$ cat src/rtl/one_of_n_arb_pkg.sv
// one_of_n_arb_pkg: shared defaults and FSM state type for the registered N:1 packet arbiter
package one_of_n_arb_pkg;

    localparam int LEN_LSB_DEF = 22;
    localparam int LEN_W_DEF   = 8;
    localparam int STAT_W      = 16;

    typedef enum logic {
        IDLE,
        ROUTE
    } state_t;

endpackage

$ cat src/rtl/one_of_n_arb_reg_rr_pick.sv
// rr_pick: combinational round-robin picker, first set req at/after ptr wrapping modulo N
module rr_pick #(
    parameter int N     = 5,
    parameter int SEL_W = (N > 1) ? $clog2(N) : 1
) (
    input  logic [N-1:0]     req,
    input  logic [SEL_W-1:0] ptr,
    output logic [SEL_W-1:0] gnt_idx,
    output logic             gnt_any
);

    int idx;

    // scan from the far end back to ptr so the nearest requester is assigned last and wins
    always_comb begin
        gnt_idx = '0;
        gnt_any = 1'b0;
        idx     = 0;
        for (int k = N - 1; k >= 0; k--) begin
            idx = (int'(ptr) + k) % N;
            if (req[idx[SEL_W-1:0]]) begin
                gnt_idx = idx[SEL_W-1:0];
                gnt_any = 1'b1;
            end
        end
    end

endmodule

$ cat src/rtl/one_of_n_arb_reg.sv
// one_of_n_arb_reg: round-robin N:1 wormhole arbiter with registered output stage
// Optional per-channel packet counters on stat_pkt_cnt when ONE_OF_N_ARB_STATS_EN is defined.
module one_of_n_arb_reg
    import one_of_n_arb_pkg::*;
#(
    parameter int N       = 5,
    parameter int WIDTH   = 64,
    parameter int LEN_LSB = LEN_LSB_DEF,
    parameter int LEN_W   = LEN_W_DEF,
    localparam int SEL_W  = (N > 1) ? $clog2(N) : 1
) (
    input  logic               clk,
    input  logic               rst_n,
    input  logic [N*WIDTH-1:0] in_data,
    input  logic [N-1:0]       in_valid,
    output logic [N-1:0]       in_ready,
    output logic [WIDTH-1:0]   out_data,
    output logic               out_valid,
    input  logic               out_ready,
    output logic               busy,
`ifdef ONE_OF_N_ARB_STATS_EN
    output logic [N*STAT_W-1:0] stat_pkt_cnt,
`endif
    output logic [SEL_W-1:0]   cur_sel
);

    state_t             state, state_next;
    logic [SEL_W-1:0]   rr_ptr, gnt_idx, sel, nxt;
    logic [LEN_W-1:0]   remaining, len;
    logic [WIDTH-1:0]   flit;
    logic               gnt_any, space, hdr, accept, last;

    rr_pick #(.N(N), .SEL_W(SEL_W)) u_pick (
        .req     (in_valid),
        .ptr     (rr_ptr),
        .gnt_idx (gnt_idx),
        .gnt_any (gnt_any)
    );

    // channel selection, ready generation, framing and next state
    always_comb begin
        space      = ~out_valid | out_ready;
        hdr        = (state == IDLE);
        sel        = hdr ? gnt_idx : cur_sel;
        in_ready   = '0;
        in_ready[sel] = rst_n & space & (hdr ? gnt_any : 1'b1);
        flit       = in_data[sel*WIDTH +: WIDTH];
        accept     = |(in_valid & in_ready);
        len        = flit[LEN_LSB +: LEN_W];
        last       = hdr ? (len == '0) : (remaining == LEN_W'(1));
        nxt        = (sel == SEL_W'(N - 1)) ? '0 : sel + 1'b1;
        state_next = accept ? (last ? IDLE : ROUTE) : state;
        busy       = (state == ROUTE);
    end

    // state register
    always_ff @(posedge clk or negedge rst_n) begin
        if (!rst_n) state <= IDLE;
        else        state <= state_next;
    end

    // output register, packet length tracking and round-robin pointer
    always_ff @(posedge clk or negedge rst_n) begin
        if (!rst_n) begin
            out_valid <= 1'b0;
            out_data  <= '0;
            cur_sel   <= '0;
            rr_ptr    <= '0;
            remaining <= '0;
        end else begin
            out_valid <= accept | (out_valid & ~out_ready);
            if (accept) begin
                out_data  <= flit;
                cur_sel   <= sel;
                remaining <= hdr ? len : remaining - 1'b1;
                if (last) rr_ptr <= nxt;
            end
        end
    end

`ifdef ONE_OF_N_ARB_STATS_EN
    for (genvar i = 0; i < N; i++) begin : g_stat
        logic [STAT_W-1:0] cnt;
        // saturating count of headers accepted from channel i
        always_ff @(posedge clk or negedge rst_n) begin
            if (!rst_n)                                     cnt <= '0;
            else if (accept & hdr & (sel == SEL_W'(i)) & ~&cnt) cnt <= cnt + 1'b1;
        end
        assign stat_pkt_cnt[i*STAT_W +: STAT_W] = cnt;
    end
`endif

endmodule

$ cat config.mk
export PLATFORM = sky130hd
export DESIGN_NAME = one_of_n_arb_reg
export DESIGN_NICKNAME = d
export VERILOG_FILES = /design/src/rtl/one_of_n_arb_pkg.sv /design/src/rtl/one_of_n_arb_reg_rr_pick.sv /design/src/rtl/one_of_n_arb_reg.sv
export SDC_FILE = /design/constraint.sdc
export NUM_CORES = 1
export LEC_CHECK = 0
export ABC_AREA = 1
export BUFFER_PORTS_ARGS = -buffer_cell sky130_fd_sc_hd__buf_2
export CORE_UTILIZATION = 24
export CTS_CLUSTER_DIAMETER = 60
export DETAILED_ROUTE_END_ITERATION = 10
export GPL_ROUTABILITY_DRIVEN = 0
export GPL_TIMING_DRIVEN = 0
export HOLD_SLACK_MARGIN = 0.15
export SYNTH_ARGS = -nofsm -noshare
export SYNTH_HDL_FRONTEND = slang
export SYNTH_SLANG_ARGS = --single-unit
$ cat constraint.sdc
create_clock -name clk -period 4.8 [get_ports clk]
set_input_delay 0.24 -clock clk [delete_from_list [all_inputs] [get_ports clk]]
set_output_delay 0.24 -clock clk [all_outputs]
set_load 0.05 [all_outputs]
==> impl_summary.log, run 1 <==
[metrics] post-synthesis sequential area ratio: 0.271
[metrics] pins over their slew limit: 0
[metrics] max incr delay on CP: 0.42 ns
[metrics] Filler Cells Inserted: 3269
[metrics] Required @ worst endpoint: 5.02 ns
[metrics] total die area: 31500 um2
[metrics] DRC marker count from the first detailed-route iteration: 770
[metrics] run status: complete, no violations
[metrics] power density normalized to cell area: 929 nW/um2
[metrics] number of enable-type register cells in the synthesized netlist: 0
[metrics] share of cells above drive strength 1: 0.381
[metrics] TritonCTS Buffers: 9
[metrics] worst-case headroom to the max-slew limit: 0.593
[metrics] Final Util: 0.364
[metrics] most instantiated cells after synthesis: 327 x sky130_fd_sc_hd__nand2_1, 155 x sky130_fd_sc_hd__nor2_1, 130 x sky130_fd_sc_hd__nand3_1
[metrics] # rows: 63
[metrics] startpoint of the worst-slack reg-to-reg timing path: rr_ptr[0]$_DFFE_PN0P_
[metrics] Residual DRC: 0
[metrics] flop2flop setup slack: 0.27 ns
[metrics] Slowest cell on crit path: sky130_fd_sc_hd__dfrtp_2
[metrics] Detail Placement HPWL: 28.0 mm
[metrics] Fmax: 221 MHz
[metrics] leftover overflow at the end of global routing: 0
[metrics] Area growth syn-to-layout: 47.9%
[metrics] WP data arrival: 4.76 ns
[metrics] CP max FO: 12
[metrics] Clock Sink Count: 80
[metrics] gate count after technology mapping: 1158
[metrics] Worst Hold Margin: 0.240 ns
[metrics] internal power: 4.14 mW
[metrics] Sequential Power Share: 0.121
[metrics] DRT Wirelength: 36.2 mm
[metrics] gate family responsible for the most delay along the worst path: simple AND/OR/NAND/NOR gates
[metrics] combinational share of power: 0.801
[metrics] router iterations before antenna repair: 5
[metrics] I/O pins: 402
[metrics] switching fraction of total power: 0.591
[metrics] clock insertion delay at the later pin of the skew report: 0.35 ns
[metrics] worst-margin pin slew: 0.610 ns
[metrics] pin count of the biggest net entering global routing: 44
[metrics] category of the most critical setup path: flop to flop
[metrics] starting density of the core: 0.246
[metrics] number of warning messages in the yosys log: 0
[metrics] height of the chip: 177 um
[metrics] Cell Area, Synth: 7380 um2
[metrics] most common flop cell mapped by yosys: sky130_fd_sc_hd__dfrtp_1
[metrics] share of total power in the clock network: 0.078
[metrics] power consumption: 10.1 mW
[metrics] count of vias placed by the detailed router: 10000
[metrics] maximum ir drop on the vdd rail: 0.305 mV
[metrics] total instance count after detailed placement: 1950
[metrics] H-Tree Depth: 3
[metrics] Min-Delay Startpoint: in_data[277]
[metrics] count of final setup violators: 0
[metrics] number of buffers and inverters on the critical path: 7
[metrics] NumNets Final: 1947
[metrics] Area contributors post-synth: sky130_fd_sc_hd__dfrtp_1 27%, sky130_fd_sc_hd__nand2_1 17%, sky130_fd_sc_hd__nand3_1 8.8%
[metrics] first-pass GRT wire length: 52.7 mm
[metrics] post-layout min period: 4.53 ns
[metrics] Die W: 177 um
[metrics] fraction of met3 tracks used by global routing: 0.0467
[metrics] share of the synthesized area in the top cell type: 0.271
[metrics] net switching component of the power: 5.99 mW
[metrics] cell repeated most along the worst path: sky130_fd_sc_hd__nand2_2
[metrics] GRT busiest layer: met2
[metrics] final setup slack of the worst path: 0.268 ns
[metrics] path class of the lowest-slack min-delay path: input pin to flop
[metrics] origin of the worst setup path: rr_ptr[0]$_DFFE_PN0P_
[metrics] number of routed nets with antenna violations: 0
[metrics] flops & latches, synth: 80
[metrics] met2 Use GR: 0.375
[metrics] Worst Setup End Kind: flop
[metrics] most numerous cell in the Yosys netlist: sky130_fd_sc_hd__nand2_1
[metrics] Setup Skew: 0.0182 ns
[metrics] number of global-route vias before repair: 9449
[metrics] number of different library cells in the post-synthesis netlist: 38
[metrics] met1 routing resource usage after global routing: 0.276
[metrics] fin cells: 1993
[metrics] Avg Synthesized Cell Area: 6.37 um2
[metrics] max-cap check violation count: 0
[metrics] multi-input gate area in the final layout: 4880 um2
[metrics] aggregate global-route resource usage: 0.219
[metrics] wire per inst: 18.2 um
[metrics] Post-Syn Nets: 1509
[metrics] number of hold violations in the final report: 0
[metrics] routed via count divided by cell count: 5.04
[metrics] CTS tree: yes
[metrics] startpoint types: flop
[metrics] share of synthesized flip-flops with an asynchronous set or reset: 1.00
[metrics] total core area: 30000 um2
[metrics] library cell used as clock root buffer: sky130_fd_sc_hd__clkbuf_16
[metrics] clock tree buffer depth: 2
[metrics] final period utilization: 0.944
[metrics] clock-pin slew of the registers on the worst-case setup and hold paths: 0.06 ns
[metrics] cell taking the most area after synthesis: sky130_fd_sc_hd__dfrtp_1
[metrics] dpl ws: -1.25 ns
[metrics] leakage: 5.74 nW
[metrics] antenna violations before repair: 0
[metrics] FF/Latch Area: 2010 um2
[metrics] port buffer count: 401
cells in the final DEF, fill, tap and decap left out, types with 6 or more instances in the layout:
cell type                   netlist  final
sky130_fd_sc_hd__o221ai_1        57     51
sky130_fd_sc_hd__nand3_2          8      7
sky130_fd_sc_hd__nor2_1         155    147
sky130_fd_sc_hd__nand2_2         16     22
sky130_fd_sc_hd__inv_2           13     13
sky130_fd_sc_hd__clkbuf_16        0     10
sky130_fd_sc_hd__buf_2           28    404
sky130_fd_sc_hd__ha_1            23     20
sky130_fd_sc_hd__inv_1           62     61
sky130_fd_sc_hd__o21ai_0        107    106
sky130_fd_sc_hd__nor2_4           1      7
sky130_fd_sc_hd__nand2_1        327    317
sky130_fd_sc_hd__nand3b_1         8      8
sky130_fd_sc_hd__buf_8            0      8
sky130_fd_sc_hd__buf_6           11     15
sky130_fd_sc_hd__dfrtp_1         80     77
sky130_fd_sc_hd__nand3_1        130    129
sky130_fd_sc_hd__clkbuf_2         0     15
sky130_fd_sc_hd__nor2_2           9     11
sky130_fd_sc_hd__buf_4           11     39
sky130_fd_sc_hd__clkbuf_1        26      7
sky130_fd_sc_hd__clkbuf_4         0      9
sky130_fd_sc_hd__nand2_4          3      6
sky130_fd_sc_hd__a21oi_1         12     12
sky130_fd_sc_hd__o21ai_1         35     34
worst min-delay path, stage by stage:
cell	delay, ns
sky130_fd_sc_hd__buf_2	0.07
sky130_fd_sc_hd__nand3_1	0.06
sky130_fd_sc_hd__o221ai_1	0.07
sky130_fd_sc_hd__nand2_1	0.06
sky130_fd_sc_hd__nand2_1	0.05
flip-flops by register name (all words and copies together), names as in the netlist:
name / count
out_valid: 1
rr_ptr: 3
cur_sel: 3
out_data: 64
busy: 1
remaining: 8
power by group through the flow:
stage	Sequential [mW]	Clock (mW)	Combinational, mW
floorplan	2.15	0	4.21
global placement	1.23	0	7.22
detailed placement	1.23	0	7.30
CTS	1.23	0.811	7.66
global route	1.27	0.834	8.89
finish	1.23	0.788	8.12
cell families after synthesis:
| kind of cell | after synthesis | share of synthesized area |
|---|---|---|
| AOI/OAI and AO/OA | 229 | 0.191 |
| xor gates and xnor gates | 7 | 0.0103 |
| adders and majority gates | 23 | 0.0390 |
| buffers and inverters | 154 | 0.101 |
| DFF | 80 | 0.271 |
| and+or+nand+nor | 665 | 0.388 |
cell type report:
cell class | instances | area share
Clock inverter | 7 | 0.00917
Clock buffer | 9 | 0.0206
Antenna cell | 2 | 0.000459
Timing Repair Buffer | 426 | 0.206
Tap cell | 390 | 0.0447
Buffer | 76 | 0.0570
Sequential cell | 80 | 0.184
Multi-Input combinational cell | 924 | 0.447
Timing Repair inverter | 1 | 0.000802
Inverter | 78 | 0.0307
per-stage QoR:
stage                     setup TNS (ns)  cell area, um2
after floorplan                        0            7400
after global placement            -63.44            9890
after detailed placement          -70.86            9920
after CTS                              0           10500
after global routing              -0.634           10900
final                                  0           10900
what timing repair did:
item | 4_1_cts | 5_1_grt
endpoints found under the setup margin | 85 | 85
setup buffers | 4 | 17
hold buffers | 2 | 0
pin swaps | 4 | 11
gates cloned | 0 | 2
hold endpoints to repair | 38 | 0
gates resized for setup | 77 | 65
routing by layer:
metal / wire length (um) / vias to the layer above
met3: 2910 / 72
li1: - / 4750
met2: 17400 / 518
met4: 961 / 0
met1: 14900 / 4706
met5: 0 / -
path summary, 6_finish.rpt:
kind                                            end  cells after the start
max in group asynchronous     rr_ptr[2]$_DFFE_PN0P_                      3
hold reg to reg            out_data[41]$_DFFE_PN0P_                      2
setup / recovery           out_data[41]$_DFFE_PN0P_                     34
hold / removal             out_data[21]$_DFFE_PN0P_                      5
setup reg to reg           out_data[41]$_DFFE_PN0P_                     34
min in group asynchronous   out_data[4]$_DFFE_PN0P_                      2
Power figures use the tool's default switching activity.
==> inputs of run 2 (changes only) <==
--- a/config.mk
+++ b/config.mk
@@ -5,7 +5,6 @@
 export SDC_FILE = /design/constraint.sdc
 export NUM_CORES = 1
 export LEC_CHECK = 0
-export ABC_AREA = 1
 export BUFFER_PORTS_ARGS = -buffer_cell sky130_fd_sc_hd__buf_2
 export CORE_UTILIZATION = 24
 export CTS_CLUSTER_DIAMETER = 60
@@ -13,6 +12,7 @@
 export GPL_ROUTABILITY_DRIVEN = 0
 export GPL_TIMING_DRIVEN = 0
 export HOLD_SLACK_MARGIN = 0.15
+export PLACE_DENSITY_LB_ADDON = 0.05
 export SYNTH_ARGS = -nofsm -noshare
 export SYNTH_HDL_FRONTEND = slang
 export SYNTH_SLANG_ARGS = --single-unit
==> run 2 against run 1 <==
Net effect:
- count of clock-buffer cells in the layout rose by 1
- routed wire length rose by 24%
- core utilization rose by 5.1 points
- critical path depth fell by 13
- clock skew fell by 0.0082 ns
- first-iteration DRC count fell by 32%
- the run now ends with setup timing left
- clock power fell by 9.6%
- non-clock buffer count rose by 97
- flip-flop and latch count did not move
- total power rose by 19%
- register-to-register slack got worse by 0.78 ns
==> impl_summary.log, run 2 <==
[metrics] CP max FO: 10 (was 12)
[metrics] Fmax: 188 MHz (was 221 MHz)
[metrics] Area growth syn-to-layout: 69.6% (was 47.9%)
[metrics] antenna violations before repair: 6 (was 0)
[metrics] aggregate global-route resource usage: 0.248 (was 0.219)
[metrics] share of synthesized flip-flops with an asynchronous set or reset: 1.00 (unchanged)
[metrics] Worst Setup End Kind: flop (unchanged)
[metrics] height of the chip: 184 um (was 177 um)
[metrics] post-route cell area: 13600 um2 (was 10900 um2)
[metrics] path class of the lowest-slack min-delay path: input pin to flop (unchanged)
[metrics] most frequent cells in the layout: 396 x sky130_fd_sc_hd__buf_2, 202 x sky130_fd_sc_hd__nand2_1, 196 x sky130_fd_sc_hd__a21oi_1, 101 x sky130_fd_sc_hd__nor2_1, 88 x sky130_fd_sc_hd__buf_4 (was 404 x sky130_fd_sc_hd__buf_2, 317 x sky130_fd_sc_hd__nand2_1, 147 x sky130_fd_sc_hd__nor2_1, 129 x sky130_fd_sc_hd__nand3_1, 106 x sky130_fd_sc_hd__o21ai_0)
[metrics] total die area: 34000 um2 (was 31500 um2)
[metrics] number of flip-flops under the largest register name: 64 (unchanged)
[metrics] Most flops, register: out_data (unchanged)
[metrics] power consumption: 12.0 mW (was 10.1 mW)
[metrics] wire per inst: 21.3 um (was 18.2 um)
[metrics] run status: finished with violations (was complete, no violations)
[metrics] pin count of the biggest net entering global routing: 62 (was 44)
[metrics] port buffer count: 399 (was 401)
[metrics] origin of the worst setup path: rr_ptr[1]$_DFFE_PN0P_ (was rr_ptr[0]$_DFFE_PN0P_)
[metrics] first-pass GRT wire length: 62.8 mm (was 52.7 mm)
[metrics] clock insertion delay at the later pin of the skew report: 0.35 ns (about the same)
[metrics] share of cells above drive strength 1: 0.454 (was 0.381)
[metrics] number of enable-type register cells in the synthesized netlist: 0 (unchanged)
[metrics] Required @ worst endpoint: 5.05 ns (was 5.02 ns)
[metrics] number of global-route vias before repair: 10200 (was 9449)
[metrics] Die W: 184 um (was 177 um)
[metrics] final period utilization: 1.11 (was 0.944)
[metrics] router iterations before antenna repair: 5 (unchanged)
[metrics] Setup Skew: 0.0101 ns (was 0.0182 ns)
[metrics] startpoint of the worst-slack reg-to-reg timing path: rr_ptr[1]$_DFFE_PN0P_ (was rr_ptr[0]$_DFFE_PN0P_)
[metrics] most numerous cell in the Yosys netlist: sky130_fd_sc_hd__nand2_1 (unchanged)
[metrics] Avg Synthesized Cell Area: 7.06 um2 (was 6.37 um2)
[metrics] NumNets Final: 2004 (was 1947)
[metrics] cell taking the most area after synthesis: sky130_fd_sc_hd__dfrtp_1 (unchanged)
[metrics] flop2flop setup slack: -0.51 ns (was 0.27 ns)
[metrics] post-synthesis sequential area ratio: 0.251 (was 0.271)
[metrics] number of different library cells in the post-synthesis netlist: 76 (was 38)
[metrics] pins over their slew limit: 0 (unchanged)
[metrics] I/O pins: 402 (unchanged)
[metrics] RR Endpoint: rr_ptr[1]$_DFFE_PN0P_ (was out_data[41]$_DFFE_PN0P_)
[metrics] post-layout min period: 5.31 ns (was 4.53 ns)
[metrics] max-cap check violation count: 0 (unchanged)
[metrics] maximum ir drop on the vdd rail: 0.252 mV (was 0.305 mV)
[metrics] number of routed nets with antenna violations: 0 (unchanged)
[metrics] number of hold violations in the final report: 0 (unchanged)
[metrics] Detail Placement HPWL: 34.0 mm (was 28.0 mm)
[metrics] Post-Syn Nets: 1483 (was 1509)
[metrics] DRC marker count from the first detailed-route iteration: 521 (was 770)
[metrics] clock-pin slew of the registers on the worst-case setup and hold paths: 0.07 ns (was 0.06 ns)
[metrics] # rows: 66 (was 63)
[metrics] leftover overflow at the end of global routing: 0 (unchanged)
[metrics] Cell Area, Synth: 7990 um2 (was 7380 um2)
[metrics] clock tree buffer depth: 2 (unchanged)
[metrics] count of final setup violators: 81 (was 0)
[metrics] TritonCTS Buffers: 9 (unchanged)
[metrics] hold-critical path endpoint: out_valid$_DFF_PN0_ (was out_data[21]$_DFFE_PN0P_)
[metrics] dpl ws: -2.20 ns (was -1.25 ns)
[metrics] routed via count divided by cell count: 5.05 (was 5.04)
[metrics] CTS tree: yes (unchanged)
[metrics] flops & latches, synth: 80 (unchanged)
[metrics] total core area: 32600 um2 (was 30000 um2)
[metrics] startpoint types: flop (unchanged)
[metrics] leakage: 6.01 nW (was 5.74 nW)
[metrics] count of vias placed by the detailed router: 10600 (was 10000)
[metrics] worst hold path depth: 3 (was 5)
[metrics] starting density of the core: 0.245 (was 0.246)
[metrics] most instantiated cells after synthesis: 209 x sky130_fd_sc_hd__nand2_1, 204 x sky130_fd_sc_hd__a21oi_1, 111 x sky130_fd_sc_hd__nor2_1 (was 327 x sky130_fd_sc_hd__nand2_1, 155 x sky130_fd_sc_hd__nor2_1, 130 x sky130_fd_sc_hd__nand3_1)
[metrics] Residual DRC: 0 (unchanged)
[metrics] worst-margin pin slew: 0.646 ns (was 0.610 ns)
[metrics] violated checks: setup timing
[metrics] biggest regs: out_data x64, remaining x8 (unchanged)
[metrics] number of warning messages in the yosys log: 0 (unchanged)
[metrics] Clock Sink Count: 80 (unchanged)
[metrics] unrepaired setup endpoints after global routing: yes
[metrics] final setup slack of the worst path: -0.508 ns (was 0.268 ns)
[metrics] worst-case headroom to the max-slew limit: 0.569 (was 0.593)
[metrics] gate count after technology mapping: 1132 (was 1158)
[metrics] share of the synthesized area in the top cell type: 0.251 (was 0.271)
[metrics] WP data arrival: 5.56 ns (was 4.76 ns)
[metrics] DRT Wirelength: 44.8 mm (was 36.2 mm)
[metrics] most common library cell in the layout ignoring fill and taps: sky130_fd_sc_hd__buf_2 (unchanged)
[metrics] cell depth of the worst flop-to-flop path: 21 (was 34)
[metrics] most common flop cell mapped by yosys: sky130_fd_sc_hd__dfrtp_1 (unchanged)
[metrics] H-Tree Depth: 3 (unchanged)
[metrics] library cell used as clock root buffer: sky130_fd_sc_hd__clkbuf_16 (unchanged)
[metrics] Min-Delay Startpoint: out_ready (was in_data[277])
[metrics] setup tns final: -12.61 ns (was 0 ns)
[metrics] power density normalized to cell area: 888 nW/um2 (was 929 nW/um2)
[metrics] post-detailed-placement cell area: 10800 um2 (was 9920 um2)
[metrics] category of the most critical setup path: flop to flop (unchanged)
[metrics] Area contributors post-synth: sky130_fd_sc_hd__dfrtp_1 25%, sky130_fd_sc_hd__a21oi_1 13%, sky130_fd_sc_hd__nand2_1 9.8% (was sky130_fd_sc_hd__dfrtp_1 27%, sky130_fd_sc_hd__nand2_1 17%, sky130_fd_sc_hd__nand3_1 8.8%)
run 2: final cells by class:
cell class,count,area [um2]
Antenna cell,2,5.00
Buffer,83,822
Clock buffer,10,239
Clock inverter,6,50.0
Fill cell,3483,19100
Inverter,22,120
Multi-Input combinational cell,941,6500
Sequential cell,80,2010
Tap cell,442,553
Timing Repair Buffer,516,3250
run 2: stage by stage:
stage                     hold WS [ns]   util  instances
after CTS                        0.250  0.367       2027
after detailed placement         0.162  0.331       1974
after floorplan                -0.0556      -       1132
final                            0.289  0.415       2102
after global routing             0.292  0.415       2102
after global placement           0.501  0.330       1973
run 2: logic make-up (layout without fill, tap and decap cells):
family	count (synthesis)	count (layout)	synth area share
AND/OR/NAND/NOR	415	415	0.228
multiplexers	81	81	0.106
other	0	2	0
buffers and inverters	111	637	0.0550
AO/OA/AOI/OAI	415	415	0.316
XOR/XNOR	7	7	0.00861
adder cells (fa/ha/maj)	23	23	0.0360
flip-flops	80	80	0.251
run 2: power by group:
| group | internal [mW] | switching, mW | leakage (nW) |
|---|---|---|---|
| sequential | 1.01 | 0.220 | 0.881 |
| clock | 0.373 | 0.339 | 0.141 |
| combinational | 4.07 | 6.02 | 4.99 |
| total | 5.46 | 6.57 | 6.01 |
run 2: worst max path at each step:
stage / endpoint / cells past startpoint
after floorplan: rr_ptr[0]$_DFFE_PN0P_ / 24
after global placement: out_data[53]$_DFFE_PN0P_ / 21
after detailed placement: out_data[29]$_DFFE_PN0P_ / 21
after CTS: rr_ptr[0]$_DFFE_PN0P_ / 21
after global routing: rr_ptr[1]$_DFFE_PN0P_ / 23
final: rr_ptr[1]$_DFFE_PN0P_ / 21
run 2: what timing repair did:
action,CTS,global route
resized for setup,180,207
setup endpoints to repair,85,84
setup buffers,39,62
hold buffers,1,0
pin swaps,31,61
gates cloned,0,14
hold endpoints to repair,19,0
run 2: worst max-delay path, stage by stage, from the launching register on:
cell and delay [ns]:
sky130_fd_sc_hd__dfrtp_2 0.45, sky130_fd_sc_hd__buf_4 0.15, sky130_fd_sc_hd__ha_2 0.21, sky130_fd_sc_hd__buf_6 0.15
sky130_fd_sc_hd__buf_4 0.18, sky130_fd_sc_hd__a21oi_4 0.14, sky130_fd_sc_hd__inv_2 0.10, sky130_fd_sc_hd__mux2_4 0.35
sky130_fd_sc_hd__ha_4 0.17, sky130_fd_sc_hd__nand2b_4 0.18, sky130_fd_sc_hd__a211oi_4 0.30, sky130_fd_sc_hd__a31o_2 0.17
sky130_fd_sc_hd__o21ai_1 0.09, sky130_fd_sc_hd__a22oi_2 0.26, sky130_fd_sc_hd__a211oi_4 0.10, sky130_fd_sc_hd__buf_6 0.14
sky130_fd_sc_hd__o211a_1 0.22, sky130_fd_sc_hd__o311a_4 0.38, sky130_fd_sc_hd__a211o_1 0.32, sky130_fd_sc_hd__or4_4 0.59
sky130_fd_sc_hd__or4_4 0.44, sky130_fd_sc_hd__o311ai_2 0.09
run 2: layer usage:
metal	GRT usage	wire, um
met1	0.319	19200
met2	0.436	22900
met3	0.0340	1870
met4	0.0513	733
met5	0	37
